$ cat src/rtl/count_event_monitor.sv
// count_event_monitor: timestamps counter wrap/match/stall events and
// queues them in a small FIFO drained over a valid/ready handshake.
// Ports: clk, rst (async, active-low), count_in, cmp_val, cmp_en,
//   evt_ready | evt_valid, evt_data {flags,epoch,count}, epoch,
//   epoch_ovf, drop_cnt, fifo_level, stalled.
// Optional feature macro: STALL_DETECT_EN (stall run detection).
module count_event_monitor #(
  parameter int EPOCH_W      = 8,
  parameter int FIFO_DEPTH   = 4,
  parameter int STALL_CYCLES = 16
) (
  input  logic                        clk,
  input  logic                        rst,
  input  logic [7:0]                  count_in,
  input  logic [7:0]                  cmp_val,
  input  logic                        cmp_en,
  input  logic                        evt_ready,
  output logic                        evt_valid,
  output logic [EPOCH_W+10:0]         evt_data,
  output logic [EPOCH_W-1:0]          epoch,
  output logic                        epoch_ovf,
  output logic [7:0]                  drop_cnt,
  output logic [$clog2(FIFO_DEPTH):0] fifo_level,
  output logic                        stalled
);

  localparam int AW = $clog2(FIFO_DEPTH);
  localparam int DW = EPOCH_W + 11;
  localparam logic [AW:0] FULL_LVL = (AW+1)'(FIFO_DEPTH);

  logic [7:0]         r_cur;
  logic [7:0]         r_prev;
  logic               r_cur_vld;
  logic               r_prev_vld;
  logic [EPOCH_W-1:0] r_epoch;
  logic               r_ovf;
  logic [7:0]         r_drop;
  logic [DW-1:0]      r_mem [FIFO_DEPTH];
  logic [AW-1:0]      r_wr;
  logic [AW-1:0]      r_rd;
  logic [AW:0]        r_lvl;

  logic               w_wrap;
  logic               w_match;
  logic               w_stall;
  logic [2:0]         w_flags;
  logic               w_push;
  logic               w_pop;
  logic               w_valid;
  logic               w_full;
  logic               w_wr_en;
  logic               w_drop;
  logic [EPOCH_W-1:0] w_epoch_nxt;
  logic [DW-1:0]      w_entry;

  // Two valid stages so the compare pair never mixes a real sample
  // with the reset value of r_prev.
  always_ff @(posedge clk or negedge rst) begin
    if (!rst) begin
      r_cur      <= '0;
      r_prev     <= '0;
      r_cur_vld  <= 1'b0;
      r_prev_vld <= 1'b0;
    end else begin
      r_cur      <= count_in;
      r_prev     <= r_cur;
      r_cur_vld  <= 1'b1;
      r_prev_vld <= r_cur_vld;
    end
  end

  assign w_wrap = r_prev_vld
               && r_prev == 8'hFF
               && r_cur  == 8'h00;

  assign w_match = r_prev_vld && cmp_en
                && r_cur == cmp_val
                && r_cur != r_prev;

`ifdef STALL_DETECT_EN
  localparam int RW = $clog2(STALL_CYCLES + 1);
  localparam logic [RW-1:0] RUN_LAST = RW'(STALL_CYCLES - 1);

  logic [RW-1:0] r_run;
  logic          r_stalled;
  logic          w_same;

  assign w_same  = r_prev_vld && r_cur == r_prev;
  // Fires once per run; r_stalled blocks re-fire until count moves.
  assign w_stall = w_same && !r_stalled && r_run == RUN_LAST;

  always_ff @(posedge clk or negedge rst) begin
    if (!rst) begin
      r_run     <= '0;
      r_stalled <= 1'b0;
    end else if (!w_same) begin
      r_run     <= '0;
      r_stalled <= 1'b0;
    end else if (w_stall) begin
      r_stalled <= 1'b1;
    end else if (!r_stalled) begin
      r_run <= r_run + 1'b1;
    end
  end

  assign stalled = r_stalled;
`else
  assign w_stall = 1'b0;
  assign stalled = 1'b0;
`endif

  assign w_flags = {w_stall, w_match, w_wrap};
  assign w_push  = |w_flags;
  assign w_valid = r_lvl != '0;
  assign w_full  = r_lvl == FULL_LVL;
  assign w_pop   = w_valid && evt_ready;
  // A pop frees the slot the same cycle, so full+push+pop is legal.
  assign w_wr_en = w_push && (!w_full || w_pop);
  assign w_drop  = w_push && w_full && !w_pop;

  assign w_epoch_nxt = r_epoch
                     + {{(EPOCH_W-1){1'b0}}, w_wrap};
  assign w_entry = {w_flags, w_epoch_nxt, r_cur};

  always_ff @(posedge clk or negedge rst) begin
    if (!rst) begin
      r_epoch <= '0;
      r_ovf   <= 1'b0;
      r_drop  <= '0;
    end else begin
      r_epoch <= w_epoch_nxt;
      if (w_wrap && (&r_epoch))
        r_ovf <= 1'b1;
      if (w_drop && r_drop != 8'hFF)
        r_drop <= r_drop + 8'd1;
    end
  end

  always_ff @(posedge clk or negedge rst) begin
    if (!rst) begin
      r_wr  <= '0;
      r_rd  <= '0;
      r_lvl <= '0;
      for (int i = 0; i < FIFO_DEPTH; i++)
        r_mem[i] <= '0;
    end else begin
      if (w_wr_en) begin
        r_mem[r_wr] <= w_entry;
        r_wr        <= r_wr + 1'b1;
      end
      if (w_pop)
        r_rd <= r_rd + 1'b1;
      if (w_wr_en && !w_pop)
        r_lvl <= r_lvl + 1'b1;
      else if (!w_wr_en && w_pop)
        r_lvl <= r_lvl - 1'b1;
    end
  end

  assign evt_valid  = w_valid;
  assign evt_data   = w_valid ? r_mem[r_rd] : '0;
  assign epoch      = r_epoch;
  assign epoch_ovf  = r_ovf;
  assign drop_cnt   = r_drop;
  assign fifo_level = r_lvl;

endmodule

$ cat config.mk
export PLATFORM = sky130hd
export DESIGN_NAME = count_event_monitor
export DESIGN_NICKNAME = d
export VERILOG_FILES = /design/src/rtl/count_event_monitor.sv
export SDC_FILE = /design/constraint.sdc
export NUM_CORES = 1
export LEC_CHECK = 0
export CAP_MARGIN = 20
export CELL_PAD_IN_SITES_DETAIL_PLACEMENT = 2
export CELL_PAD_IN_SITES_GLOBAL_PLACEMENT = 2
export CORE_UTILIZATION = 35
export CTS_BUF_LIST = sky130_fd_sc_hd__clkbuf_4
export DETAILED_ROUTE_END_ITERATION = 10
export PLACE_DENSITY = 0.8
export SYNTH_ARGS = -nofsm -noshare
export SYNTH_HDL_FRONTEND = slang
export SYNTH_SLANG_ARGS = --single-unit
export TNS_END_PERCENT = 100
$ cat constraint.sdc
create_clock -name clk -period 5.4 [get_ports clk]
set_input_delay 1.08 -clock clk [delete_from_list [all_inputs] [get_ports clk]]
set_output_delay 1.08 -clock clk [all_outputs]
set_load 0.1 [all_outputs]
==> results of run 1 <==
## state kept, by name, indices dropped and copies added, names as in the netlist
register	count
r_mem	72
drop_cnt	8
epoch	8
r_cur	8
r_prev	8
fifo_level	3
r_rd	2
r_wr	2
epoch_ovf	1
r_cur_vld	1
r_prev_vld	1
## final cells by class
cell class | count | area, um^2 | area share, %
diodes | 1 | 2.50 | 0.0409
clock buffers | 20 | 150 | 2.45
clock inverters | 10 | 70.1 | 1.15
inverters | 12 | 45.0 | 0.736
multi-input cells | 230 | 2170 | 35.4
flip-flops and latches | 114 | 2850 | 46.6
well taps | 184 | 230 | 3.76
repair buffers | 61 | 601 | 9.82
## cells in the mapped netlist, types with 2 or more instances
cell | n | area share (%)
buf_6 | 4 | 0.87
mux4_2 | 18 | 7.9
and2_1 | 19 | 2.3
inv_1 | 12 | 0.87
dfrtp_1 | 114 | 55
nand3_1 | 14 | 1.4
buf_4 | 2 | 0.29
xnor2_1 | 22 | 3.7
nor2_4 | 4 | 0.87
a21oi_1 | 2 | 0.19
nor2_1 | 5 | 0.36
o22ai_1 | 3 | 0.36
nor3_1 | 3 | 0.29
xor2_1 | 9 | 1.5
ha_1 | 8 | 1.9
nand2b_1 | 4 | 0.48
nand4_1 | 8 | 0.97
mux2_2 | 66 | 14
clkbuf_1 | 10 | 0.73
and3_1 | 4 | 0.48
conb_1 | 2 | 0.15
nand2_1 | 11 | 0.80
o21ai_0 | 16 | 1.6
## path summary, 6_finish.rpt
path                            cells past startpoint                start                   endpoint
min in group asynchronous                           1                  rst      r_mem[33]$_DFFE_PN0P_
max in group asynchronous                           2                  rst      r_mem[51]$_DFFE_PN0P_
worst max-delay path                                4  r_rd[0]$_DFFE_PN0P_                evt_data[0]
worst min-delay path                                0  r_cur_vld$_DFF_PN0_       r_prev_vld$_DFF_PN0_
worst min register to register                      0  r_cur_vld$_DFF_PN0_       r_prev_vld$_DFF_PN0_
worst max register to register                     11   r_cur[7]$_DFF_PN0_  fifo_level[2]$_DFFE_PN0P_
## kinds of logic (layout without fill, tap and decap cells)
| family | Yosys count | in the layout | share of synthesized area [%] |
|---|---|---|---|
| compound gates | 24 | 24 | 2.86 |
| xor+xnor | 31 | 31 | 5.26 |
| fa+ha+maj | 9 | 9 | 2.33 |
| buf+inv | 29 | 103 | 2.84 |
| flops | 114 | 114 | 55.3 |
| mux | 84 | 84 | 22.2 |
| other cells | 2 | 4 | 0.145 |
| simple gates | 79 | 79 | 9.06 |
## metal layers
metal  GRT usage [%]  up-vias
met5               0        -
met4            8.13        0
met3            4.38       19
met2            31.9       62
met1            23.6     1709
li1                -     1453
## power breakdown
part           total (W)  switching (W)  internal [W]
clock network   0.000533       0.000305      0.000228
logic           0.000384       0.000241      0.000144
registers       0.000980      0.0000967      0.000883
total            0.00190       0.000642       0.00125
## cells in the final DEF (no fill, tap or decap), drive strengths merged, types with 2 or more instances in the layout
cell	n
ha	8
dfrtp	114
inv	12
nand4	8
nand2	11
o22ai	3
clkinv	9
mux4	18
and2	19
nand2b	4
nor3	3
a21oi	2
xor2	9
buf	4
conb	3
nor2	9
o21ai	16
and3	4
clkbuf	20
nand3	14
clkdlybuf4s50	57
mux2	66
xnor2	22
## stage by stage
step / instance area (um^2) / instances
after floorplan: 5170 / 373
after global placement: 5900 / 601
after detailed placement: 5900 / 601
after CTS: 6120 / 631
after global routing: 6120 / 632
final: 6120 / 632
==> metrics, run 1 <==
final worst path period share=83.5%; Total Die Area=15200 um^2; H-tree levels=4; Port Buf Inserts=58; quantity of hold-fixing buffers added after cts=0; total met2 wirelength after detailed routing=6.68 mm; final setup fails=0; clk_lat worst skew=0.54 ns; sequential element share of the synthesized area=55.3%; status=finished clean; worst-case setup slack after placement=1.30 ns; TritonCTS clock tree=done; uppermost signal routing layer after detailed routing=met4; final setup margin=0.890 ns; crit-path cells=buf_4 > mux4_2 > and2_1 > clkdlybuf4s50_1; violation count after the first detailed-route iteration=103; proportion of register bits with asynchronous set or reset after synthesis=100%; Critical Setup Path Class=register to output port; routed length on met1=5.48 mm; power density relative to cell area=310 nW/um^2; distinct cell type count after synthesis=35; drt via density=5.13; Ys Warns=0; pin count of the biggest net entering global routing=78; die span in x=123 um; Sinks on Clock Net=114; crit path max fanout=11; final layout net count=465; Ports=61; Global Route Usage Sum=19.1%; Total Wirelength=12.7 mm; Max Root-Sink Buffers=2; clock transition time at the flip-flop clock pins of the worst setup and hold paths=0.10 ns; startpoint type of the worst setup path=register; worst endpoint required time=4.32 ns; CP max stage delay=0.97 ns; per-instance average area after synthesis=13.9 um^2; summed instance area of the synthesized netlist=5160 um^2; initial antenna violation count=1; Data arrival, critical path=3.43 ns; Core Box Area=14500 um^2; first-pass GRT wire length=21.0 mm; number of global-route vias before repair=3779; top cell family by delay on the critical path=buffers and inverters; final max-slew violation count=0; RSZ-0062 raised after global routing=no; detailed-routed wire length on met3=344 um; nature of the critical path endpoint=output port; cell chosen for the clock root=clkbuf_4; detailed placer's ending HPWL=8.74 mm; number of inserted filler cells in the final layout=1446; Post-CTS Resized=0; post-synthesis sequential element count=114; Peak VDD IR=150 uV; number of nets still failing antenna checks after routing=0; Die Ht=123 um; min Tclk post-route=4.51 ns; total global routing overflow=0; number of buffers inserted during clock tree synthesis=17; combined buffer and inverter count along the critical path=2; initial cell density of the core=35.7%; actual transition at the worst max-transition pin=1.06 ns; fraction of final layout cells with drive strength greater than 1=27.3%; detailed-router iteration count before antenna repair=4; post-CTS setup buffer count=0; peak clock frequency supported by timing=0.222 GHz; total via count in the routed design=3243; average wire length per cell after detail routing=20.1 um; worst hold margin=0.359 ns; EDFF count, synth=0; Worst Hold Class=register to register; Post-Synthesis Cells=372; final routed DRC violation total=0; prevailing post-synth register cell=dfrtp_1; Leak=2.82 nW; clock skew=0.0134 ns; row count=44; Worst path slowest cell=clkdlybuf4s50_1; Max Cap Violations=0; slew margin rel.=29.5%; final core utilization=42.3%; Register-to-Register Setup Slack=2.22 ns; routability congestion estimate=0.760; synthesis-to-finish area growth=18.5%; overall power of the completed layout=0.00190 W; Total Negative Setup Slacks=0 ns; endpoints failing hold=0
Note: power is estimated with default switching activity, not from simulation.
==> run 2, diff against run 1 <==
--- a/config.mk
+++ b/config.mk
@@ -11,7 +11,7 @@
 export CORE_UTILIZATION = 35
 export CTS_BUF_LIST = sky130_fd_sc_hd__clkbuf_4
 export DETAILED_ROUTE_END_ITERATION = 10
-export PLACE_DENSITY = 0.8
+export PLACE_DENSITY = 0.83
 export SYNTH_ARGS = -nofsm -noshare
 export SYNTH_HDL_FRONTEND = slang
 export SYNTH_SLANG_ARGS = --single-unit
==> constraint.sdc (replaced) <==
create_clock -name clk -period 3.7 [get_ports clk]
set_input_delay 0.74 -clock clk [delete_from_list [all_inputs] [get_ports clk]]
set_output_delay 0.74 -clock clk [all_outputs]
set_load 0.1 [all_outputs]
==> metrics, run 2 (same netlist as run 1, synthesis figures left out) <==
status=finished clean; average wire length per cell after detail routing=19.5 um (-3.2%); Core Box Area=14500 um^2 (unchanged); worst endpoint required time=4.15 ns (-0.17 ns); synthesis-to-finish area growth=21.1%; crit-path cells=nor3b_1 > nand4_1 > a21boi_4 > nor2_1 > ha_1 > inv_1 > fa_1 > xor2_1 > nor2_1 > xor2_1; Worst Hold Class=primary input to asynchronous set/reset pin; crit path max fanout=10 (-1); fraction of final layout cells with drive strength greater than 1=33.2% (+5.9 points); Worst path slowest cell=dfrtp_1; quantity of hold-fixing buffers added after cts=0 (unchanged); routability congestion estimate=0.755 (-0.65%); final routed DRC violation total=0 (unchanged); peak clock frequency supported by timing=0.320 GHz; row count=44 (unchanged); pin count of the biggest net entering global routing=52 (-33%); first-pass GRT wire length=20.8 mm (-0.59%); detailed-router iteration count before antenna repair=3 (-1); GR peak layer=met2; Sinks on Clock Net=114 (unchanged); final instance area=6250 um^2 (+2.2%); nature of the critical path endpoint=register; Post-CTS Resized=0 (unchanged); number of nets still failing antenna checks after routing=0 (unchanged); most common cell after layout, fill and taps aside=dfrtp_1; clock skew=0.00990 ns (-0.00349 ns); most frequent cells in the layout=dfrtp_1, mux2_2, clkdlybuf4s50_1; number of inserted diodes=0 (-1); Peak VDD IR=269 uV (+79%); number of inserted filler cells in the final layout=1437 (-0.62%); drt via density=5.07 (-1.3%); power density relative to cell area=468 nW/um^2 (+51%); final worst path period share=84.5%; violation count after the first detailed-route iteration=126 (+22%); Total Negative Setup Slacks=0 ns (unchanged); final setup fails=0 (unchanged); area of placed instances=5980 um^2 (+1.4%); routing usage on met2=33.8% (+1.9 points); total global routing overflow=0 (unchanged); Leak=2.94 nW (+4.3%); Global Route met1 Usage=22.2% (-1.3 points); Critical Setup Path Class=register to register; actual transition at the worst max-transition pin=0.970 ns (-0.0873 ns); initial antenna violation count=0 (-1); min Tclk post-route=3.13 ns; largest register by flop count=r_mem; Die Ht=123 um (unchanged); final max-slew violation count=0 (unchanged); detailed placer's ending HPWL=8.89 mm (+1.8%); RSZ-0062 raised after global routing=no; Ports=61 (unchanged); slew margin rel.=35.2% (+5.6 points); clk_lat worst skew=0.52 ns (-0.02 ns); die span in x=123 um (unchanged); max FFs per register=72 (unchanged); met3 Use GR=4.98% (+0.60 points); Total Die Area=15200 um^2 (unchanged); Port Buf Inserts=58 (unchanged); total via count in the routed design=3253 (+0.31%); endpoints failing hold=0 (unchanged); Max Cap Violations=0 (unchanged); Max Root-Sink Buffers=2 (unchanged); TritonCTS clock tree=done; CP max stage delay=0.51 ns (-0.46 ns); Register-to-Register Setup Slack=0.57 ns (-1.65 ns); H-tree levels=4 (unchanged); number of global-route vias before repair=3788 (+0.24%); worst hold margin=0.246 ns (-0.114 ns); number of buffers inserted during clock tree synthesis=17 (unchanged); Global Route Usage Sum=18.8% (-0.24 points); final layout net count=474 (+1.9%); initial cell density of the core=35.7% (unchanged); Total Wirelength=12.5 mm (-1.6%); Data arrival, critical path=3.58 ns (+0.15 ns); startpoint type of the worst setup path=register; post-CTS setup buffer count=0 (unchanged); clock transition time at the flip-flop clock pins of the worst setup and hold paths=0.10 ns (about the same); cell chosen for the clock root=clkbuf_4; overall power of the completed layout=0.00293 W (+54%)
==> run 2: cell count changes in the layout (fill, tap and decap cells not counted) <==
cell and delta:
clkinv_2 +2, clkbuf_4 -3, bufinv_16 +2, buf_12 +5, buf_4 +23, diode_2 -1
clkdlybuf4s50_1 -19, clkinvlp_4 +1
==> run 2: final timing paths <==
| check | from | endpoint | cells after the start |
|---|---|---|---|
| max in group asynchronous | rst | drop_cnt[4]$_DFFE_PN0P_ | 2 |
| setup / recovery | r_cur[1]$_DFF_PN0_ | fifo_level[2]$_DFFE_PN0P_ | 10 |
| hold / removal | rst | r_mem[71]$_DFFE_PN0P_ | 1 |
| setup reg to reg | r_cur[1]$_DFF_PN0_ | fifo_level[2]$_DFFE_PN0P_ | 10 |
| min in group clk | r_cur_vld$_DFF_PN0_ | r_prev_vld$_DFF_PN0_ | 0 |
| hold reg to reg | r_cur_vld$_DFF_PN0_ | r_prev_vld$_DFF_PN0_ | 0 |
==> run 2: report_power, final <==
| part | internal [W] | switching [W] |
|---|---|---|
| Sequential | 0.00129 | 0.0000798 |
| Clock | 0.000450 | 0.000473 |
| Combinational | 0.000220 | 0.000416 |
==> run 2: critical path: cells and delay by family, from the launching register on <==
family / cells / cell delay, ns
DFF: 1 / 0.51
and+or+nand+nor: 4 / 1.19
AOI/OAI and AO/OA: 1 / 0.32
adders and majority gates: 2 / 0.65
xor gates and xnor gates: 2 / 0.32
buffers and inverters: 1 / 0.07
==> run 2: per-stage QoR <==
| stage | setup slack, ns | cells | util [%] |
|---|---|---|---|
| 6_report | 0.572 | 642 | 43.2 |
| 5_1_grt | 0.324 | 642 | 43.2 |
| 4_1_cts | 0.523 | 642 | 43.2 |
| 3_5_place_dp | 0.0855 | 610 | 41.3 |
| 3_3_place_gp | 0.225 | 610 | 41.3 |
| 2_1_floorplan | 0.356 | 373 | - |
==> run 2: layout make-up <==
| type | instances | area [um^2] | area share (%) |
|---|---|---|---|
| Sequential cell | 114 | 2850 | 45.6 |
| Multi-Input combinational cell | 230 | 2170 | 34.7 |
| Timing Repair Buffer | 70 | 683 | 10.9 |
| Tap cell | 184 | 230 | 3.68 |
| Clock inverter | 15 | 148 | 2.36 |
| Clock buffer | 17 | 128 | 2.04 |
| Inverter | 12 | 45.0 | 0.720 |
==> run 2: layer usage <==
metal,vias to the layer above,routed length (um)
met1,1716,5260
met5,-,0
met3,14,374
li1,1467,-
met2,56,6770
met4,0,114
